`config.mk`:
```
export PLATFORM = sky130hd
export DESIGN_NAME = mbc_banker
export DESIGN_NICKNAME = d
export VERILOG_FILES = /design/src/rtl/mbc_pkg.sv /design/src/rtl/mbc_bank_regs.sv /design/src/rtl/mbc_banker.sv
export SDC_FILE = /design/constraint.sdc
export NUM_CORES = 1
export LEC_CHECK = 0
export BUFFER_PORTS_ARGS = -buffer_cell sky130_fd_sc_hd__buf_2
export CAP_MARGIN = 40
export CORE_MARGIN = 5
export CORE_UTILIZATION = 43
export CTS_CLUSTER_SIZE = 16
export DETAILED_ROUTE_END_ITERATION = 16
export MAX_ROUTING_LAYER = met4
export PLACE_DENSITY = 0.83
export SYNTH_ARGS = -nofsm -noshare
export SYNTH_HDL_FRONTEND = slang
export SYNTH_HIERARCHICAL = 1
export SYNTH_SLANG_ARGS = --single-unit
```
`constraint.sdc`:
```
create_clock -name clk -period 2.48 [get_ports clk]
set_clock_uncertainty 0.15 [all_clocks]
set_input_delay 0.372 -clock clk [delete_from_list [all_inputs] [get_ports clk]]
set_output_delay 0.372 -clock clk [all_outputs]
set_load 0.05 [all_outputs]
```
`src/rtl/mbc_pkg.sv`:
```
// mbc_pkg: shared constants, types and helpers for the mbc_banker slice.
//   - register-map selectors (MODE_MBC1 / MODE_MBC5)
//   - RAM enable key and CPU-side region decode constants
//   - internal bank/address widths and the RB_W helper
// Optional feature macro used by this slice: MBC_RAM_GATE_EN.
package mbc_pkg;

  localparam int MODE_MBC1 = 1;
  localparam int MODE_MBC5 = 5;

  localparam logic [3:0] RAM_EN_KEY = 4'hA;

  // CPU address regions
  localparam logic [15:0] ROM0_LIMIT = 16'h3FFF;
  localparam logic [15:0] ROMX_LIMIT = 16'h7FFF;
  localparam logic [15:0] CRAM_BASE  = 16'hA000;
  localparam logic [15:0] CRAM_LIMIT = 16'hBFFF;

  // Internal widths: widest bank (MBC5, 9 bits), RAM bank field, widest address
  localparam int BANK_W = 9;
  localparam int RAMB_W = 4;
  localparam int FULL_W = 23;

  typedef enum logic [1:0] {
    RGN_ROM0  = 2'd0,
    RGN_ROMX  = 2'd1,
    RGN_CRAM  = 2'd2,
    RGN_OTHER = 2'd3
  } region_t;

  // ROM bank field width for a given physical address width
  function automatic int rb_width(input int oadr_w);
    return oadr_w - 14;
  endfunction

  // True when the low nibble written to 0000-1FFF unlocks cartridge RAM
  function automatic logic ram_key_match(input logic [3:0] d);
    return (d == RAM_EN_KEY);
  endfunction

  function automatic region_t decode_region(input logic [15:0] adr);
    region_t r;
    if (adr <= ROM0_LIMIT) begin
      r = RGN_ROM0;
    end else if (adr <= ROMX_LIMIT) begin
      r = RGN_ROMX;
    end else if ((adr >= CRAM_BASE) && (adr <= CRAM_LIMIT)) begin
      r = RGN_CRAM;
    end else begin
      r = RGN_OTHER;
    end
    return r;
  endfunction

endpackage

```
`src/rtl/mbc_bank_regs.sv`:
```
// mbc_bank_regs: write-edge detector and bank registers for one MBC register map.
// Parameter MODE selects the map (1 = MBC1, 5 = MBC5).
// Ports:
//   i_clk, i_reset      clock, synchronous active-high reset
//   i_write             CPU write strobe (level)
//   i_data              CPU write data
//   i_iadr_hi           CPU address bits [15:12]
//   o_bank0             bank used for CPU 0000-3FFF
//   o_bankx             bank used for CPU 4000-7FFF
//   o_ram_bank          RAM bank (before reduction to RAM_BANKS)
//   o_ram_en            RAM enable (constant 1 when MBC_RAM_GATE_EN is undefined)
// Macro MBC_RAM_GATE_EN: when defined, keeps the ram_en register written via 0000-1FFF.
module mbc_bank_regs
  import mbc_pkg::*;
#(
  parameter int MODE = 1
) (
  input  logic              i_clk,
  input  logic              i_reset,
  input  logic              i_write,
  input  logic [7:0]        i_data,
  input  logic [3:0]        i_iadr_hi,
  output logic [BANK_W-1:0] o_bank0,
  output logic [BANK_W-1:0] o_bankx,
  output logic [RAMB_W-1:0] o_ram_bank,
  output logic              o_ram_en
);

  logic              r_write_q;
  logic [4:0]        r_bank_lo;
  logic [1:0]        r_bank_hi;
  logic              r_mode_sel;
  logic [8:0]        r_bank5;
  logic [3:0]        r_ram_bank5;
`ifdef MBC_RAM_GATE_EN
  logic              r_ram_en;
`endif
  logic              w_wr_edge;

  // Only the rising edge of a (possibly long) write into 0000-7FFF updates state
  assign w_wr_edge = i_write && !r_write_q && !i_iadr_hi[3];

  // Write-edge history and register-map decode
  always_ff @(posedge i_clk) begin
    if (i_reset) begin
      r_write_q   <= 1'b0;
      r_bank_lo   <= 5'd1;
      r_bank_hi   <= 2'd0;
      r_mode_sel  <= 1'b0;
      r_bank5     <= 9'd1;
      r_ram_bank5 <= 4'd0;
`ifdef MBC_RAM_GATE_EN
      r_ram_en    <= 1'b0;
`endif
    end else begin
      r_write_q <= i_write;
      if (w_wr_edge) begin
        if (MODE == MODE_MBC1) begin
          case (i_iadr_hi[2:1])
            2'b00: begin
`ifdef MBC_RAM_GATE_EN
              r_ram_en <= ram_key_match(i_data[3:0]);
`endif
            end
            // bank_lo of 0 would alias the fixed bank, so it becomes 1
            2'b01:   r_bank_lo  <= (i_data[4:0] == 5'd0) ? 5'd1 : i_data[4:0];
            2'b10:   r_bank_hi  <= i_data[1:0];
            2'b11:   r_mode_sel <= i_data[0];
            default: r_mode_sel <= r_mode_sel;
          endcase
        end else begin
          case (i_iadr_hi[2:0])
            3'b000, 3'b001: begin
`ifdef MBC_RAM_GATE_EN
              r_ram_en <= ram_key_match(i_data[3:0]);
`endif
            end
            3'b010:         r_bank5[7:0] <= i_data;
            3'b011:         r_bank5[8]   <= i_data[0];
            3'b100, 3'b101: r_ram_bank5  <= i_data[3:0];
            default:        r_ram_bank5  <= r_ram_bank5;
          endcase
        end
      end
    end
  end

  // Effective banks for the active register map
  always_comb begin
    o_bank0    = 9'd0;
    o_bankx    = 9'd0;
    o_ram_bank = 4'd0;
    if (MODE == MODE_MBC1) begin
      o_bank0    = r_mode_sel ? {2'b00, r_bank_hi, 5'b00000} : 9'd0;
      o_bankx    = {2'b00, r_bank_hi, r_bank_lo};
      o_ram_bank = r_mode_sel ? {2'b00, r_bank_hi} : 4'd0;
    end else begin
      o_bank0    = 9'd0;
      o_bankx    = r_bank5;
      o_ram_bank = r_ram_bank5;
    end
  end

`ifdef MBC_RAM_GATE_EN
  assign o_ram_en = r_ram_en;
`else
  assign o_ram_en = 1'b1;
`endif

endmodule

```
`src/rtl/mbc_banker.sv`:
```
// mbc_banker: cartridge memory-bank controller emulation (MBC1 / MBC5 maps).
// Parameters: MODE (1 or 5), OADR_W (15..23), RAM_BANKS (power of two, 1..16).
// Ports:
//   clk, reset   clock, synchronous active-high reset
//   read, write  CPU strobes (level)
//   data         CPU write data
//   iadr         CPU address
//   oadr         physical ROM/RAM address (combinational, 0 during reset)
//   sel_rom      cartridge ROM select
//   sel_ram      cartridge RAM select
//   rom_bank     effective 4000-7FFF bank after truncation to RB_W
// Macro MBC_RAM_GATE_EN: when defined, sel_ram is gated by the ram_en register.
module mbc_banker
  import mbc_pkg::*;
#(
  parameter int  MODE      = 1,
  parameter int  OADR_W    = 21,
  parameter int  RAM_BANKS = 4,
  localparam int RB_W      = rb_width(OADR_W)
) (
  input  logic              clk,
  input  logic              reset,
  input  logic              read,
  input  logic              write,
  input  logic [7:0]        data,
  input  logic [15:0]       iadr,
  output logic [OADR_W-1:0] oadr,
  output logic              sel_rom,
  output logic              sel_ram,
  output logic [RB_W-1:0]   rom_bank
);

  if ((MODE != MODE_MBC1) && (MODE != MODE_MBC5)) begin : g_bad_mode
    $error("mbc_banker: MODE must be 1 or 5");
  end
  if ((OADR_W < 15) || (OADR_W > 23)) begin : g_bad_oadr_w
    $error("mbc_banker: OADR_W must be in 15..23");
  end
  if ((RAM_BANKS < 1) || (RAM_BANKS > 16) || ((RAM_BANKS & (RAM_BANKS - 1)) != 0)) begin : g_bad_ram_banks
    $error("mbc_banker: RAM_BANKS must be a power of two in 1..16");
  end

  localparam logic [RAMB_W-1:0] RAM_MASK = RAMB_W'(RAM_BANKS - 1);

  logic [BANK_W-1:0] w_bank0;
  logic [BANK_W-1:0] w_bankx;
  logic [RAMB_W-1:0] w_ram_bank;
  logic              w_ram_en;
  region_t           w_region;
  logic [FULL_W-1:0] w_full;
  logic              w_access;
  logic              w_unused;

  mbc_bank_regs #(
    .MODE (MODE)
  ) u_regs (
    .i_clk      (clk),
    .i_reset    (reset),
    .i_write    (write),
    .i_data     (data),
    .i_iadr_hi  (iadr[15:12]),
    .o_bank0    (w_bank0),
    .o_bankx    (w_bankx),
    .o_ram_bank (w_ram_bank),
    .o_ram_en   (w_ram_en)
  );

  assign w_region = decode_region(iadr);
  assign w_access = read || write;

  // Widest-case physical address; truncation to OADR_W makes high bank bits wrap
  always_comb begin
    w_full = '0;
    case (w_region)
      RGN_ROM0: w_full = {w_bank0, iadr[13:0]};
      RGN_ROMX: w_full = {w_bankx, iadr[13:0]};
      RGN_CRAM: w_full = {6'd0, w_ram_bank & RAM_MASK, iadr[12:0]};
      default:  w_full = {7'd0, iadr};
    endcase
  end

  assign oadr     = reset ? '0 : w_full[OADR_W-1:0];
  assign rom_bank = w_bankx[RB_W-1:0];
  assign sel_rom  = !reset && w_access && !iadr[15];
  assign sel_ram  = !reset && w_access && (w_region == RGN_CRAM) && w_ram_en;

  // Bits above OADR_W / RB_W are dropped on purpose
  assign w_unused = ^{w_full, w_bankx};

endmodule
```
Word level (Yosys, flattened, before mapping)
Cells that the tools add are included.

Magnitude comparators: 4. Equality and inequality tests: 5. Multiplexer cells: 8. Reduce and logical (&&, ||, !) cells: 15.

Operator list (count): 21-bit case mux with 3 select lines (1); 21-bit 2-to-1 mux (1); 16-bit greater-or-equal comparator (second input constant) (1); 16-bit by 14-bit <= comparator with 1-bit output (second input constant) (1); 16-bit by 15-bit <= comparator with 1-bit output (second input constant) (1); 16-bit <= comparator (second input constant) (1); 7-bit 2-to-1 mux (1); 2-bit == test (second input constant) (3); 1-bit logical AND (6); 2-bit 2-to-1 mux (3); 2-bit AND reduction (3); 5-bit zero test (1); 5-bit 2-to-1 mux (1); 2-bit by 1-bit == test with 1-bit output (second input constant) (2); 1-bit zero test (3); 2-bit zero test (1); 1-bit logical OR (1); 1-bit 2-to-1 mux (1).

Register bits after elaboration: 9. Bits of input ports: 28. Output and inout port bits: 30. Logic and storage cells: 36.

Longest topological paths before layout
Word-level depth: 8. Depth in mapped cells: 4. Depth with buffers taken out: 3.

By module
The synthesis kept the hierarchy.

Modules (own cells, without submodules): mbc_bank_regs (times used 1, cells each 58, area an instance 539.3 um^2, seq. area each 180.2 um^2); mbc_banker (times used 1, cells each 40, area an instance 284.0 um^2, seq. area each 0.0 um^2).

Least setup slack after synthesis
OpenSTA, ideal clock, no wires.

Kind: register to output. Start point: reg u_regs.r_bank_hi[1]. End point: out oadr[14]. Data arrival time: 1780 ps. Data required time: 1958 ps. Slack: 178 ps. Cell stages (with the launch flop): 5. Path buffers: 1. Cells stage by stage: dfxtp_1 -> and2_1 -> buf_4 -> nand2_1 -> a221oi_2.

Cells in the longest elaborated chain, start to end: 3.

Ends and longest elaborated chain: start, declared (RTL line mbc_bank_regs.sv:31) `logic [1:0] r_bank_hi;`; start signal, assigned (RTL line mbc_bank_regs.sv:67) `2'b10: r_bank_hi <= i_data[1:0];`; 2-bit 2-to-1 mux (RTL line mbc_bank_regs.sv:96) `o_ram_bank = r_mode_sel ? {2'b00, r_bank_hi} : 4'd0;`; named net w_ram_bank[1] (RTL line mbc_banker.sv:47) `logic [RAMB_W-1:0] w_ram_bank;`; 21-bit case mux with 3 select lines (RTL line mbc_banker.sv:74) `case (w_region)`; 21-bit 2-to-1 mux (RTL line mbc_banker.sv:82) `assign oadr = reset ? '0 : w_full[OADR_W-1:0];`; end, declared (RTL line mbc_banker.sv:27) `output logic [OADR_W-1:0] oadr,`.

The timed path passes the listed nets, and every way through them passes these cells.

Worst setup path after layout
Start point: reg u_regs.r_bank_hi[1]. End point: out oadr[14].

Cells in the longest elaborated chain, start to end: 3.

Ends and longest elaborated chain (RTL line): 2-bit 2-to-1 mux (mbc_bank_regs.sv:96); 21-bit case mux with 3 select lines (mbc_banker.sv:74); 21-bit 2-to-1 mux (mbc_banker.sv:82).

No other way between the ends.

==> run_results.csv <==
group,metric,value,unit
clocking,cts_root_buf,"clkbuf_4",
clocking,htreeDepth,1,
clocking,clkTransAtPathRegs,60,ps
sta,period_share,78.9,%
power_and_ir_drop,p_leak,0.567,nW
die,pin_count,58,
clocking,cts_tree,"done",
sta,hold_viol_final,0,
layout,drive_gt1_share,43.3,%
grt,antenna_found_initial,0,
grt,grtUsageMet1,16.2,%
grt,globalRoute.totalOverflow,0,
synth,netlist_area,778,um2
power_and_ir_drop,p_per_area,410,mW/mm2
layout,final_common_cell,"buf_2",
clocking,clock-sinks,9,
placed_design,dp_hpwl,1700,um
critical_path,endpoint_kind,"primary output",
drt,drt_first_iter_violations,4,
clocking,cts_hold_buf,0,
layout,num_antenna_cells,0,
sta,setup_ws,523,ps
die,fp-row-count,15,
run,max_cap_viol_count,0,
die,die-height,52.5,um
grt,grt_pass1_wl,3050,um
power_and_ir_drop,swShare,38.2,%
sta,rsz0062_at_grt,"no",
placed_design,post-place-ws,567,ps
power_and_ir_drop,seq_power_share,35.7,%
grt,track_usage,15.5,%
critical_path,cp.arrival,1440,ps
critical_path,setup.worst_path.start_class,"flop",
critical_path,reg2reg_setup_slack,1170,ps
clocking,cts_buffers,3,
drt,drcViolationCount,0,
sta,fin_hold_ws,211,ps
grt,use_met3,1.71,%
layout,nets,170,
sta,layout_min_cycle_time,1960,ps
power_and_ir_drop,peakVddDrop,0.000220,V
synth,syn_inst,92,
min_path,hp-class,"input port to flop",
synth,syn-mean-instance-area,8.46,um2
critical_path,critPathRequiredTime,1960,ps
critical_path,slowest_delay,400,ps
clocking,clkLatencyLatePin,260,ps
critical_path,critPathKind,"flop to primary output",
grt,grt_max_degree,33,
drt,firstDrtPassIters,2,
sta,setup_violations,0,
clocking,post-cts-setup-buffers,0,
critical_path,path_max_fanout,4,
power_and_ir_drop,pwr-share-clk,26.7,%
placed_design,finalWeightedCongestion,0.682,
die,die_w,52.5,um
power_and_ir_drop,p_comb_share,37.6,%
placed_design,io_buffers,54,
critical_path,crit_slowest_cell,"dfxtp_1",
sta,fin_tns_setup,0,ps
sta,fmax,511,MHz
layout,layout_common_cells,"buf_2, nor2b_1, mux2i_1",
drt,ant_nets,0,
clocking,postCtsResizedCells,0,
die,die_area,0.00276,mm2
layout,area_growth,31.8,%
critical_path,crit_chain,"and2_1 > nand2_1 > a221oi_2 > buf_2",
drt,vias,759,
drt,wl_per_cell,12.2,um
die,core_area,0.00173,mm2
power_and_ir_drop,internal-power,260,uW
sta,slew_violations,0,
status,outcome,"completed",
die,initial_utilization,45.1,%
drt,vias_per_cell,4.57,
grt,first_global_vias,731,
grt,top_usage_layer,"met2",
drt,wl,2020,um
grt,met2_usage,26.7,%
synth,yosysWarnings,6,
clocking,cts_buffer_depth,2,
power_and_ir_drop,switchingPower,161,uW
==> layer usage <==
metal  wire (um)  part of all wire, %  vias to the layer above
met5           0                    0                        -
met3         137                  6.8                        4
met1         774                   38                      333
met2        1060                   52                       33
li1            -                    -                      389
met4          49                  2.4                        0
==> power groups by stage <==
stage / combinational (mW) / clock (mW) / sequential, mW
5_1_grt: 0.168 / 0.123 / 0.151
2_1_floorplan: 0.114 / 0 / 0.160
3_5_place_dp: 0.159 / 0 / 0.153
3_3_place_gp: 0.156 / 0 / 0.153
6_report: 0.158 / 0.112 / 0.150
4_1_cts: 0.159 / 0.116 / 0.150
==> area by class of cell <==
cell class                      instances  area (um2)
Clock buffer                            4        26.3
Fill cell                             164         701
Inverter                                2        7.51
Multi-Input combinational cell         72         510
Sequential cell                         9         180
Tap cell                               25        31.3
Timing Repair Buffer                   54         270
==> worst max-delay path: cells and delay by family (launching register included) <==
| kind | cells | cell delay [ps] |
|---|---|---|
| DFF | 1 | 400 |
| AOI/OAI and AO/OA | 1 | 220 |
| buffers and inverters | 1 | 300 |
| and+or+nand+nor | 2 | 250 |
==> path summary, 6_finish.rpt <==
path                            cells after the start                  end                start
worst max-delay path                                4             oadr[14]  u_regs/r_bank_hi[1]
worst min-delay path                                2     u_regs/r_write_q                write
worst max register to register                      3  u_regs/r_bank_lo[3]     u_regs/r_write_q
worst min register to register                      2  u_regs/r_bank_lo[4]  u_regs/r_bank_lo[4]
==> through the flow <==
step,util [%],total power [mW],cell area [um2],cells
after floorplan,-,0.274,793,96
after global placement,57.9,0.309,1000,162
after detailed placement,57.9,0.312,1000,162
after CTS,59.4,0.426,1030,166
after global routing,59.4,0.442,1030,166
final,59.4,0.420,1030,166
==> registers in the layout (all words and copies together) (netlist names) <==
| signal | flops |
|---|---|
| u_regs/r_bank_lo | 5 |
| u_regs/r_bank_hi | 2 |
| u_regs/r_mode_sel | 1 |
| u_regs/r_write_q | 1 |
(Power assumes the default switching activity.)
